===== config.mk =====
export PLATFORM = sky130hd
export DESIGN_NAME = siso_lr_framed_flat
export DESIGN_NICKNAME = d
export VERILOG_FILES = /design/src/rtl/siso_lr_framed_if.sv /design/src/rtl/siso_lr_framed.sv /design/src/flat_wrapper.sv
export SDC_FILE = /design/constraint.sdc
export NUM_CORES = 1
export LEC_CHECK = 0
export CORE_MARGIN = 8
export CORE_UTILIZATION = 40
export DETAILED_ROUTE_END_ITERATION = 8
export PLACE_DENSITY = 0.83
export SLEW_MARGIN = 20
export SYNTH_ARGS = -nofsm -noshare
export SYNTH_HDL_FRONTEND = slang
export SYNTH_SLANG_ARGS = --single-unit

===== constraint.sdc =====
create_clock -name clk -period 1.43 [get_ports clk]
set_clock_uncertainty 0.1 [all_clocks]
set_input_delay 0.286 -clock clk [delete_from_list [all_inputs] [get_ports clk]]
set_output_delay 0.286 -clock clk [all_outputs]
set_load 0.01 [all_outputs]

===== src/rtl/siso_lr_framed_if.sv =====
// Bus bundle for the left-to-right framed SISO shift register.
// Groups the control, data and status signals of one register instance.
interface siso_lr_framed_if #(
    parameter int WIDTH = 4
);
    localparam int CNT_W = $clog2(WIDTH + 1);

    // Qualifier semantics: there is no backpressure. en and load are sampled
    // on every rising edge. so_valid qualifies so while it is high. word_done
    // qualifies q as a complete word for exactly the one cycle it is high.
    logic             en;
    logic             si;
    logic             load;
    logic [WIDTH-1:0] din;
    logic             so;
    logic [WIDTH-1:0] q;
    logic             so_valid;
    logic             word_done;
    logic [CNT_W-1:0] fill;

    modport master (
        output en, si, load, din,
        input  so, q, so_valid, word_done, fill
    );

    modport slave (
        input  en, si, load, din,
        output so, q, so_valid, word_done, fill
    );
endinterface


===== src/rtl/siso_lr_framed.sv =====
// Left-to-right serial-in serial-out shift register: si enters at q[0], so leaves from q[WIDTH-1].
// Adds a parallel preload, fill tracking and a one-cycle word-boundary pulse.
module siso_lr_framed #(
    parameter int WIDTH = 4
) (
    input  logic            clk,
    input  logic            clear_n,
    siso_lr_framed_if.slave bus
);
    localparam int CNT_W = $clog2(WIDTH + 1);

    logic [WIDTH-1:0] q_q, q_d;
    logic [CNT_W-1:0] fill_q, fill_d;
    logic [CNT_W-1:0] bit_cnt_q, bit_cnt_d;
    logic             word_done_q, word_done_d;

    // Priority is load over en over hold; si and din are only looked at on the selected path.
    always_comb begin
        q_d         = q_q;
        fill_d      = fill_q;
        bit_cnt_d   = bit_cnt_q;
        word_done_d = 1'b0;
        if (bus.load) begin
            q_d       = bus.din;
            fill_d    = CNT_W'(WIDTH);
            bit_cnt_d = '0;
        end else if (bus.en) begin
            q_d = {q_q[WIDTH-2:0], bus.si};
            if (fill_q != CNT_W'(WIDTH)) begin
                fill_d = fill_q + CNT_W'(1);
            end
            if (bit_cnt_q == CNT_W'(WIDTH - 1)) begin
                bit_cnt_d   = '0;
                word_done_d = 1'b1;
            end else begin
                bit_cnt_d = bit_cnt_q + CNT_W'(1);
            end
        end
    end

    always_ff @(posedge clk or negedge clear_n) begin
        if (!clear_n) begin
            q_q         <= '0;
            fill_q      <= '0;
            bit_cnt_q   <= '0;
            word_done_q <= 1'b0;
        end else begin
            q_q         <= q_d;
            fill_q      <= fill_d;
            bit_cnt_q   <= bit_cnt_d;
            word_done_q <= word_done_d;
        end
    end

    assign bus.q         = q_q;
    assign bus.so        = q_q[WIDTH-1];
    assign bus.fill      = fill_q;
    assign bus.so_valid  = (fill_q == CNT_W'(WIDTH));
    assign bus.word_done = word_done_q;
endmodule


===== src/flat_wrapper.sv =====
// flat-port wrapper written by rule: the top's interface ports become plain ports
module siso_lr_framed_flat 
#(
    parameter int WIDTH = 4
)
  (clk, clear_n, bus_en, bus_si, bus_load, bus_din, bus_so, bus_q, bus_so_valid, bus_word_done, bus_fill);
  siso_lr_framed_if #(.WIDTH(WIDTH)) bus_i ();
  input  logic clk;
  input  logic clear_n;
  input wire logic [$bits(bus_i.en)-1:0] bus_en;
  input wire logic [$bits(bus_i.si)-1:0] bus_si;
  input wire logic [$bits(bus_i.load)-1:0] bus_load;
  input wire logic [$bits(bus_i.din)-1:0] bus_din;
  output wire logic [$bits(bus_i.so)-1:0] bus_so;
  output wire logic [$bits(bus_i.q)-1:0] bus_q;
  output wire logic [$bits(bus_i.so_valid)-1:0] bus_so_valid;
  output wire logic [$bits(bus_i.word_done)-1:0] bus_word_done;
  output wire logic [$bits(bus_i.fill)-1:0] bus_fill;
  assign bus_i.en = bus_en;
  assign bus_i.si = bus_si;
  assign bus_i.load = bus_load;
  assign bus_i.din = bus_din;
  assign bus_so = bus_i.so;
  assign bus_q = bus_i.q;
  assign bus_so_valid = bus_i.so_valid;
  assign bus_word_done = bus_i.word_done;
  assign bus_fill = bus_i.fill;
  siso_lr_framed #(.WIDTH(WIDTH)) u_core (.clk(clk), .clear_n(clear_n), .bus(bus_i));
endmodule

# --- After elaboration in Yosys (flattened, before gate mapping) ---
# Cells that the tools add are included.
word_totals:
  reg_bits: 11
  input_bits: 9
  output_inout_bits: 10
  wordCells: 23
op_classes:
  addsub: 2
  n_eq_ne: 3
  mux: 11
  n_reduce_logical: 3
op_table:
  columns: ["operator", "n"]
  rows:
  - ["3-bit two-way mux", 6]
  - ["4-bit two-way mux", 2]
  - ["3-bit by 1-bit adder with 3-bit output (second input constant)", 2]
  - ["2-bit nonzero test", 2]
  - ["3-bit by 2-bit == test with 1-bit output (second input constant)", 1]
  - ["3-bit == test (second input constant)", 1]
  - ["1-bit two-way mux", 3]
  - ["3-bit inequality test (second input constant)", 1]
  - ["2-bit AND reduction", 1]

# --- Longest topological paths before layout ---
logic_depth:
  depth_word: 4
  ltp_mapped: 5
  mapped_depth_nobuf: 5

# --- Worst setup path after synthesis ---
# OpenSTA, ideal clock, no wires.
synth_path:
  path_type: "flip-flop to flip-flop"
  from: "register u_core.fill_q[0], in the netlist u_core.bus.fill[0]"
  to: "register u_core.fill_q[1], in the netlist u_core.bus.fill[1]"
  arrival_time_ns: 1.090
  required_time_ns: 1.212
  slack_ns: 0.121
  stages_incl_launch_ff: 6
  period_less_slack_ns: 1.309
  cell_sequence: "dfrtp_1 inv_1 ha_1 a21boi_2 mux2i_1 nor2_1"
synth_via:
  elab_chain_cells: 4
synth_rtl:
  columns: ["element", "line", "rtl"]
  rows:
  - ["from (decl)", "siso_lr_framed.sv:13", "logic [CNT_W-1:0] fill_q, fill_d;"]
  - ["from (signal assigned)", "siso_lr_framed.sv:49", "fill_q <= fill_d;"]
  - ["3-bit by 1-bit adder with 3-bit output", "siso_lr_framed.sv:30", "fill_d = fill_q + CNT_W'(1);"]
  - ["3-bit two-way mux", "siso_lr_framed.sv:29", "if (fill_q != CNT_W'(WIDTH)) begin"]
  - ["3-bit two-way mux", "siso_lr_framed.sv:27", "end else if (bus.en) begin"]
  - ["3-bit two-way mux", "siso_lr_framed.sv:23", "if (bus.load) begin"]
# Several ways; a longest one is shown, not always the timed one. The select of a mux whose other input is x is not followed.
# A chain may end at the register's enable or synchronous reset.

# --- Final worst setup path ---
layout_path:
  from: "register u_core.fill_q[0], in the netlist u_core.bus.fill[0]"
  to: "output port bus_so_valid"
layout_via:
  elab_chain_cells: 1
layout_rtl:
  columns: ["element", "line", "rtl"]
  rows:
  - ["3-bit == test", "siso_lr_framed.sv:58", "assign bus.so_valid = (fill_q == CNT_W'(WIDTH));"]
  - ["to (decl)", "flat_wrapper.sv:16", "output wire logic [$bits(bus_i.so_valid)-1:0] bus_so_valid;"]
# No other way between the ends.

==> results.toml <==
[run_status]
status = "finished with violations"
failed_checks = "negative setup slack"

[route]
detail_route.wl_per_cell_um = 12.50
routed_via_density = 4.772
num_vias = 439
ant_nets = 0
wl_um = 1150
drtIter0Drc = 3
first_pass_iters = 4
drc = 0

[setup_path]
max_stage_delay_ns = 0.38
cp_cell_sequence = "inv_1 > ha_2 > and2_4 > buf_6"
worst_path_max_delay_cell = "dfrtp_1"
reg2reg_slack_ns = 0.11
crit_family = "flip-flops"
critPathMaxFanout = 2
critPathLaunchType = "flip-flop"
end_kind = "output pin"
worst_ep_arrival_time_ns = 1.10
worstSetupPathType = "flip-flop to output pin"
crit_buf_inv = 2
crit_required_ns = 1.04

[power_and_ir_drop]
power.total_uw = 645.9
leakage_nw = 0.4051
power_density_nw_per_um2 = 796.7
vdd_drop_max_mv = 0.4469

[floorplanning]
ios = 19
num_rows = 13
floorplan.initialDensity_pct = 42.55
die_area_um2 = 2806
core_um2 = 1285
die_h_um = 52.97
die_w_um = 52.97

[global_route]
grt_max_degree = 12
grt_use_met2_pct = 15.43
use_met3_pct = 3.641
gr-usage-met1_pct = 9.724
busiest_layer = "met2"
grt_pass1_vias = 461
grt_overflow = 0
grt_pass1_wl_um = 1959
grt_use_total_pct = 9.287
antenna_found_initial = 0

[yosys]
synth_edf_count = 0
ys.flop_type = "dfrtp_1"
synthArstFlopShare_pct = 100.0
synth_top_area_share_pct = 50.34
yosys_warnings = 0
syn_inst = 49
yosys.area.top_type = "dfrtp_1"
yosysSeqAreaShare_pct = 50.34
synth_nets = 61
syn_area_per_cell_um2 = 11.16
ys_seq_elements = 11
yosysMostFrequentCell = "dfrtp_1"
synthTopCellsByArea = "dfrtp_1 (50%), mux2i_1 (11%), ha_1 (6.9%), o21ai_0 (3.7%), nand2_1 (3.4%)"
synth_area_um2 = 546.8
synth_commonest_cells = "dfrtp_1 (11), mux2i_1 (6), nand2_1 (5), o21ai_0 (4)"
synth_cell_type_count = 19

[place]
gp_congestion = 0.6418
portBuffers = 18
place_ws_ns = -0.1924
hpwl_um = 944.9

[clocking]
cts_tree = "yes"
cts_root_buf = "clkbuf_4"
clk_latency_ns = 0.26
postCtsSetupBuffers = 0
clk_path_buf_depth = 2
cts_hold_buf = 0
numCtsBuffers = 3
numClockSinks = 11
cts_htree_levels = 1
clk_pin_slew_worst_paths_ns = 0.07

[cells_and_area]
final_util_pct = 63.10
nFillCells = 114
fin_nets = 90
area_growth_pct = 48.28
drive_above_1_share_pct = 22.08
num_antenna_cells = 0

[sta]
grt_setup_unrepaired = "yes"
fin_tns_setup_ns = -0.05163
finalCritPeriodShare_pct = 103.6
setup_ws_ns = -0.05163
setup-violations-final = 1
max_slew.worst_pin.slew_ns = 0.2616
max_freq_mhz = 674.9
hold_slack_ns = 0.2119
final_hold_viol_count = 0
relSlewSlack_pct = 82.51
final-max-slew-violation-count = 0
fin_crit_ns = 1.482

[hold_path]
hp-class = "input pin to asynchronous set/reset pin"

[flow_run]
drv_cap = 0
## layout make-up
cell class	instances	area, µm²	area share, %
flip-flops and latches	11	275.3	33.95
repair buffers	27	235.2	29.01
well taps	15	18.77	2.315
clock buffers	4	26.28	3.241
inverters	2	7.507	0.9259
multi-input cells	33	247.7	30.56
## timing repair
item                                    CTS  global route
gates cloned                              0             0
pin swaps                                 1             0
endpoints found under the setup margin   10             3
resized for setup                        16             4
## path summary, 6_finish.rpt
path,startpoint,to,cells past startpoint
hold reg to reg,u_core.bit_cnt_q[2],u_core.bus.word_done,1
setup / recovery,u_core.bus.fill[0],bus_so_valid,4
min in group clk,u_core.bit_cnt_q[2],u_core.bus.word_done,1
max in group asynchronous,clear_n,u_core.bus.fill[0],2
setup reg to reg,u_core.bus.fill[0],u_core.bus.fill[1],6
hold / removal,clear_n,u_core.bus.fill[2],2
## cells by family (layout without fill, tap and decap cells)
logic type	Yosys count	after routing	share of synthesized area, %
muxes	6	6	10.98
and+or+nand+nor	15	15	14.65
adders and majority gates	3	3	6.866
xor gates and xnor gates	1	1	1.602
buffers and inverters	5	33	6.635
DFF	11	11	50.34
AOI/OAI and AO/OA	8	8	8.925
## stage by stage
stage / cell area [µm²] / instances
global placement: 784.5 / 88
finish: 810.8 / 92
floorplan: 546.8 / 49
CTS: 799.5 / 92
global route: 810.8 / 92
detailed placement: 784.5 / 88
## per-layer routing
layer  share of wire (%)  vias up
li1                    -      221
met1                  41      205
met2                  51       11
met3                 6.6        2
met4                 1.2        0
met5                   0        -
## flip-flops by register name, indices dropped and copies added, names as in the netlist
name                  cells
u_core.bit_cnt_q          3
u_core.bus.fill           3
u_core.bus.q              4
u_core.bus.word_done      1
## where the power goes
part | leakage, nW | total (mW) | internal [mW] | switching (mW)
logic | 0.250 | 0.103 | 0.0594 | 0.0440
clock network | 0.0150 | 0.204 | 0.108 | 0.0967
registers | 0.140 | 0.338 | 0.327 | 0.0114
total | 0.405 | 0.646 | 0.494 | 0.152
## cell usage in the layout, fill, tap and decap left out, types with 2 or more instances in the layout
cell and n:
dfrtp_1 11, a21oi_1 2, mux2i_1 6, nand2_1 5
inv_1 2, nand2b_1 2, o21ai_0 4, dlygate4sd2_1 7
ha_1 2, clkbuf_4 3, clkdlybuf4s50_1 8, nor2_1 3
buf_4 9
(Power assumes the default switching activity.)
